===== config.mk =====
export PLATFORM = sky130hd
export DESIGN_NAME = ds_mod1_dac
export DESIGN_NICKNAME = d
export VERILOG_FILES = /design/src/rtl/ds_mod1_dac.sv
export SDC_FILE = /design/constraint.sdc
export NUM_CORES = 1
export LEC_CHECK = 0
export BUFFER_PORTS_ARGS = -buffer_cell sky130_fd_sc_hd__buf_2
export CAP_MARGIN = 20
export CELL_PAD_IN_SITES_DETAIL_PLACEMENT = 1
export CELL_PAD_IN_SITES_GLOBAL_PLACEMENT = 1
export CORE_ASPECT_RATIO = 1.25
export CORE_MARGIN = 2
export CORE_UTILIZATION = 45
export CTS_CLUSTER_DIAMETER = 60
export DETAILED_ROUTE_END_ITERATION = 16
export PLACE_DENSITY = 0.87
export SETUP_SLACK_MARGIN = 0.02
export SYNTH_ARGS = -nofsm -noshare
export SYNTH_HDL_FRONTEND = slang
export SYNTH_HIERARCHICAL = 1
export SYNTH_SLANG_ARGS = --single-unit

===== constraint.sdc =====
create_clock -name CLK -period 8.4 [get_ports CLK]
set_input_delay 1.26 -clock CLK [delete_from_list [all_inputs] [get_ports CLK]]
set_output_delay 1.26 -clock CLK [all_outputs]
set_load 0.1 [all_outputs]

===== src/rtl/ds_mod1_dac.sv =====
// ds_mod1_dac -- first-order delta-sigma DAC modulator.
//
// Accepts unsigned PCM samples over a valid/ready handshake, holds each
// sample for 2^OSR_LOG2 enabled modulator cycles and emits a 1-bit density
// coded bitstream taken from the carry-out of a WIDTH-bit ripple accumulator.
//
// Ports:
//   CLK           in   clock, all state updates on the rising edge
//   RST           in   synchronous active-high reset
//   EN            in   modulator enable; low freezes the modulator (not the handshake)
//   DIN           in   [WIDTH-1:0] unsigned sample
//   DIN_VALID     in   DIN is valid this cycle
//   DIN_READY     out  pending buffer empty
//   DOUT          out  registered bitstream bit
//   SAMPLE_TICK   out  one-cycle pulse after a sample enters the hold register
//   UNDERRUN      out  sticky: no sample was pending at a hold boundary
//   UNDERRUN_CLR  in   clears UNDERRUN (a coincident set wins)
//
// State | meaning
// IDLE  | waiting for the first sample after reset; ACC and DOUT frozen
// RUN   | modulating; never left except through RST

module FA (
  input  logic a,
  input  logic b,
  input  logic ci,
  output logic s,
  output logic co
);
  assign s  = a ^ b ^ ci;
  assign co = (a & b) | (ci & (a ^ b));
endmodule

module ds_mod1_dac #(
  parameter int WIDTH    = 16,
  parameter int OSR_LOG2 = 6
) (
  input  logic             CLK,
  input  logic             RST,
  input  logic             EN,
  input  logic [WIDTH-1:0] DIN,
  input  logic             DIN_VALID,
  output logic             DIN_READY,
  output logic             DOUT,
  output logic             SAMPLE_TICK,
  output logic             UNDERRUN,
  input  logic             UNDERRUN_CLR
);

  typedef enum logic {IDLE, RUN} state_t;

  state_t                state_q, state_d;
  logic [WIDTH-1:0]      p_q, p_d;
  logic                  p_full_q, p_full_d;
  logic [WIDTH-1:0]      h_q, h_d;
  logic [WIDTH-1:0]      acc_q, acc_d;
  logic [OSR_LOG2-1:0]   cnt_q, cnt_d;
  logic                  dout_q, dout_d;
  logic                  tick_q, tick_d;
  logic                  underrun_q, underrun_d;

  logic [WIDTH-1:0]      sum;
  logic [WIDTH:0]        carry;
  logic                  accept;
  logic                  boundary;

  // Ripple accumulator: carry-out of ACC + H is the output bit.
  assign carry[0] = 1'b0;

  for (genvar i = 0; i < WIDTH; i++) begin : g_fa
    FA u_fa (
      .a  (acc_q[i]),
      .b  (h_q[i]),
      .ci (carry[i]),
      .s  (sum[i]),
      .co (carry[i+1])
    );
  end

  // Acceptance only when the buffer is empty, so it can never collide with
  // a P->H transfer (which requires the buffer to be full).
  assign accept   = DIN_VALID & ~p_full_q;
  assign boundary = (cnt_q == {OSR_LOG2{1'b1}});

  always_ff @(posedge CLK) begin
    if (RST) begin
      state_q    <= IDLE;
      p_q        <= '0;
      p_full_q   <= 1'b0;
      h_q        <= '0;
      acc_q      <= '0;
      cnt_q      <= '0;
      dout_q     <= 1'b0;
      tick_q     <= 1'b0;
      underrun_q <= 1'b0;
    end else begin
      state_q    <= state_d;
      p_q        <= p_d;
      p_full_q   <= p_full_d;
      h_q        <= h_d;
      acc_q      <= acc_d;
      cnt_q      <= cnt_d;
      dout_q     <= dout_d;
      tick_q     <= tick_d;
      underrun_q <= underrun_d;
    end
  end

  always_comb begin
    state_d    = state_q;
    p_d        = p_q;
    p_full_d   = p_full_q;
    h_d        = h_q;
    acc_d      = acc_q;
    cnt_d      = cnt_q;
    dout_d     = dout_q;
    tick_d     = 1'b0;
    underrun_d = underrun_q & ~UNDERRUN_CLR;

    if (accept) begin
      p_d      = DIN;
      p_full_d = 1'b1;
    end

    unique case (state_q)
      IDLE: begin
        if (EN && p_full_q) begin
          h_d      = p_q;
          p_full_d = 1'b0;
          cnt_d    = '0;
          tick_d   = 1'b1;
          state_d  = RUN;
        end
      end
      RUN: begin
        if (EN) begin
          acc_d  = sum;
          dout_d = carry[WIDTH];
          cnt_d  = cnt_q + 1'b1;
          if (boundary) begin
            if (p_full_q) begin
              h_d      = p_q;
              p_full_d = 1'b0;
              tick_d   = 1'b1;
            end else begin
              // Starved: keep repeating the held sample and flag it.
              underrun_d = 1'b1;
            end
          end
        end
      end
      default: state_d = IDLE;
    endcase
  end

  assign DIN_READY   = ~p_full_q;
  assign DOUT        = dout_q;
  assign SAMPLE_TICK = tick_q;
  assign UNDERRUN    = underrun_q;

endmodule

==> metrics.md <==
| Metric | Value |
|---|---|
| Outcome | finished, final reports clean |
| Critical path endpoint category | flip-flop |
| Antenna diodes | 0 |
| Worst path slowest cell | fa_1 |
| Post-synthesis sequential area ratio | about 44% |
| Fraction of registers with async set/reset | 0% |
| Total CTS buffers | 9 |
| Top post-synthesis cells by area | dfxtp_1 (44%), fa_1 (12%), nand2_1 (9.8%), nand2b_1 (8.1%), mux2i_1 (7.1%) |
| Final HPWL DP | around 3700 um |
| Pin count of the biggest net entering global routing | 79 |
| Drt pass-1 iters | 4 |
| Commonest cells in the netlist | nand2_1 (70), dfxtp_1 (59), a21oi_1 (35), nand2b_1 (35), mux2i_1 (19) |
| Clock power frac | 45.5% |
| Gr ovfl total | 0 |
| Overall power | around 620 uW |
| Peak Freq | approximately 140 MHz |
| Synth warnings | 6 |
| Setup-failing EPs final | 0 |
| Antenna-violating nets left | 0 |
| Top-count cell post-synth | nand2_1 |
| Hold_buf cts | 0 |
| Worst path depth | 18 |
| Die area | between 6000 and 7000 um2 |
| Worst-skew pair later-pin latency | around 0.34 ns |
| Initial antenna violation count | 0 |
| Via Count | just under 2000 |
| # H-tree levels | 3 |
| Synthesized area | 2690 um2 |
| FF-to-FF Start | acc_q[0]$_SDFFE_PP0P_ |
| Unrepaired setup endpoints after global routing | false |
| CTS tree | built |
| Area delta synth->final | 12.4% |
| Min-delay worst type | flip-flop to flip-flop |
| Synth area leader | dfxtp_1 |
| Crit share post-route | around 85% |
| Sink Count | between 50 and 60 |
| Drt wl/cell | about 16 um |
| Setup_tns | 0 ns |
| Syn Area/Cell | just over 9 um2 |
| Port-buffer cells | 24 |
| Root Driver | clkbuf_8 |
| Horiz. Die Dim | 73.1 um |
| Sequential power share | ~48% |
| Pwr per Cell Area | around 200 nW/um2 |
| Tmin final | between 7 and 8 ns |
| Core Area | 5780 um2 |
| FF-to-FF End | acc_q[15]$_SDFFE_PP0P_ |
| P_int | 469 uW |
| Most frequent CP cell | fa_1 |
| Final hold vios | 0 |
| Psw | approximately 150 uW |
| Share of cells above drive strength 1 | roughly 15% |
| First-pass GRT wire length | 10000 um |
| Placer Congestion | 0.790 |
| Reg2reg path depth | 18 |
| Crit-path max FO | 2 |
| Kind of critical path | flip-flop to flip-flop |
| CP endpoint | acc_q[15]$_SDFFE_PP0P_ |
| DRT Wirelength | 5930 um |
| Top FF cell, synth | dfxtp_1 |
| Setup crit start | acc_q[0]$_SDFFE_PP0P_ |
| MaxCap Viol Count | 0 |
| Cells along the critical path | fa_1 > fa_1 > fa_1 > fa_1 > fa_1 > fa_1 > fa_1 > fa_1 > fa_1 > fa_1 > fa_1 > fa_1 > fa_1 > fa_1 > fa_1 > fa_1 > nand2_1 > a21oi_1 |
| Worst Setup Start Kind | flip-flop |
| Number of global-route vias before repair | ~2100 |
| Final-stage net count | ~350 |
| Post-synth EDFFs | 0 |
| Number of gates resized after CTS | 0 |
| Std-Cell Rows | 31 |
| Comb pwr share | between 6 and 7% |
| Fin util | a little over half |
| Skew final | 0.00438 ns |
| Crit path largest cell delay | around 0.50 ns |
| Worst-Margin Slew | a little under 0.7 ns |
| Number of buffers and inverters on the critical path | 0 |
| Leakage power | between 1 and 1.5 nW |
| DRC errors left | 0 |
| Req. time, crit path | between 8 and 9 ns |
| Worst hold slack | between 0.4 and 0.5 ns |
| Slew margin rel. | between 50% and 60% |
| Synth top area share | between 40 and 50% |
| Via/cell ratio | around 5.2 |
| DRT iter0 DRCs | 87 |
| CP arrival | approximately 7.4 ns |
| Peak VDD IR | roughly 0.14 mV |
| CTS clk-pin slew, worst paths | around 0.07 ns |
| Post-CTS setup buffer count | 0 |
| CTS max path bufs | 2 |
| GRT Overall Usage | 20.1% |
| Slew Limit Fails | 0 |
| Netlist cell types | 33 |
| #FFs+latches synth | 59 |
| Synth Net Count | between 300 and 400 |
| Mapped Cells | 289 |
| Initial Util | a little under half |
| Reg2reg setup slack | 1.27 ns |
| Fillcell total | 663 |
| Switching share of power | a little under a quarter |
| Die Ht | 90.4 um |
| Io pins | 25 |
| Delay-heaviest family, CP | adder cells |
[worst min path at each step]
stage	start	to	slack [ns]	cells past startpoint
finish	p_q[12]$_SDFFE_PP0P_	p_q[12]$_SDFFE_PP0P_	0.46	2
global route	p_q[3]$_SDFFE_PP0P_	p_q[3]$_SDFFE_PP0P_	0.48	2
CTS	p_q[9]$_SDFFE_PP0P_	p_q[9]$_SDFFE_PP0P_	0.46	2
detailed placement	p_q[9]$_SDFFE_PP0P_	p_q[9]$_SDFFE_PP0P_	0.45	2
global placement	p_q[11]$_SDFFE_PP0P_	p_q[11]$_SDFFE_PP0P_	0.44	2
floorplan	p_q[0]$_SDFFE_PP0P_	p_q[0]$_SDFFE_PP0P_	0.44	2
[placed cells by master (no fill, tap or decap), drive strengths merged, types with 2 or more instances in the layout]
cell and count:
bufinv 2, nand2 71, fa 16, dfxtp 59, nand3 3, nand3b 3, mux2i 19, nor2b 4
nand2b 35, o21ai 4, clkbuf 11, nor2 4, buf 27, clkinv 2, a21oi 36, nand4 2
[final cells by class]
class,count,area (um2),share of cell area [%]
multi-input combinational,209,1400,46.4
sequential,59,1180,39.1
timing repair buffer,27,143,4.72
clock buffer,11,131,4.35
tap,66,82.6,2.73
clock inverter,5,77.6,2.57
inverter,1,3.75,0.124
[metrics by stage]
step,worst slack (ns),cell area (um2),cells
5_1_grt,1.03,3020,378
4_1_cts,1.26,3020,377
3_3_place_gp,1.50,2810,361
3_5_place_dp,1.28,2810,361
2_1_floorplan,1.67,2690,289
6_report,1.27,3020,378
[worst reg2reg max path, delay by kind of cell (launching register included)]
family                   cells  cell delay (ns)
adder cells (fa/ha/maj)     16             6.51
AO/OA/AOI/OAI                1             0.16
flip-flops                   1             0.33
AND/OR/NAND/NOR              1             0.06
[logic make-up (layout without fill, tap and decap cells)]
family,Yosys count,in the layout,synth area share (%)
AOI/OAI and AO/OA,43,43,8.47
buffers and inverters,21,44,4.09
adders and majority gates,17,17,12.4
other,1,1,0.139
and+or+nand+nor,129,129,23.9
DFF,59,59,43.9
muxes,19,19,7.07
[state kept, by name (all words and copies together), names as in the netlist]
register / cells
cnt_q: 6
h_q: 16
SAMPLE_TICK: 1
p_q: 16
DOUT: 1
acc_q: 16
UNDERRUN: 1
p_full_q: 1
state_q: 1
[power by group through the flow]
stage / Combinational [mW] / Clock, mW / Sequential (mW)
floorplan: 0.0331 / 0 / 0.298
global placement: 0.0404 / 0 / 0.299
detailed placement: 0.0418 / 0 / 0.299
CTS: 0.0423 / 0.286 / 0.293
global route: 0.0476 / 0.296 / 0.294
finish: 0.0425 / 0.281 / 0.293
[routing by layer]
metal	wire, um	GRT usage [%]
met5	0	0
met4	146	9.57
met3	147	4.46
met2	3120	34.5
met1	2510	22.8
Note: power is estimated with default switching activity, not from simulation.
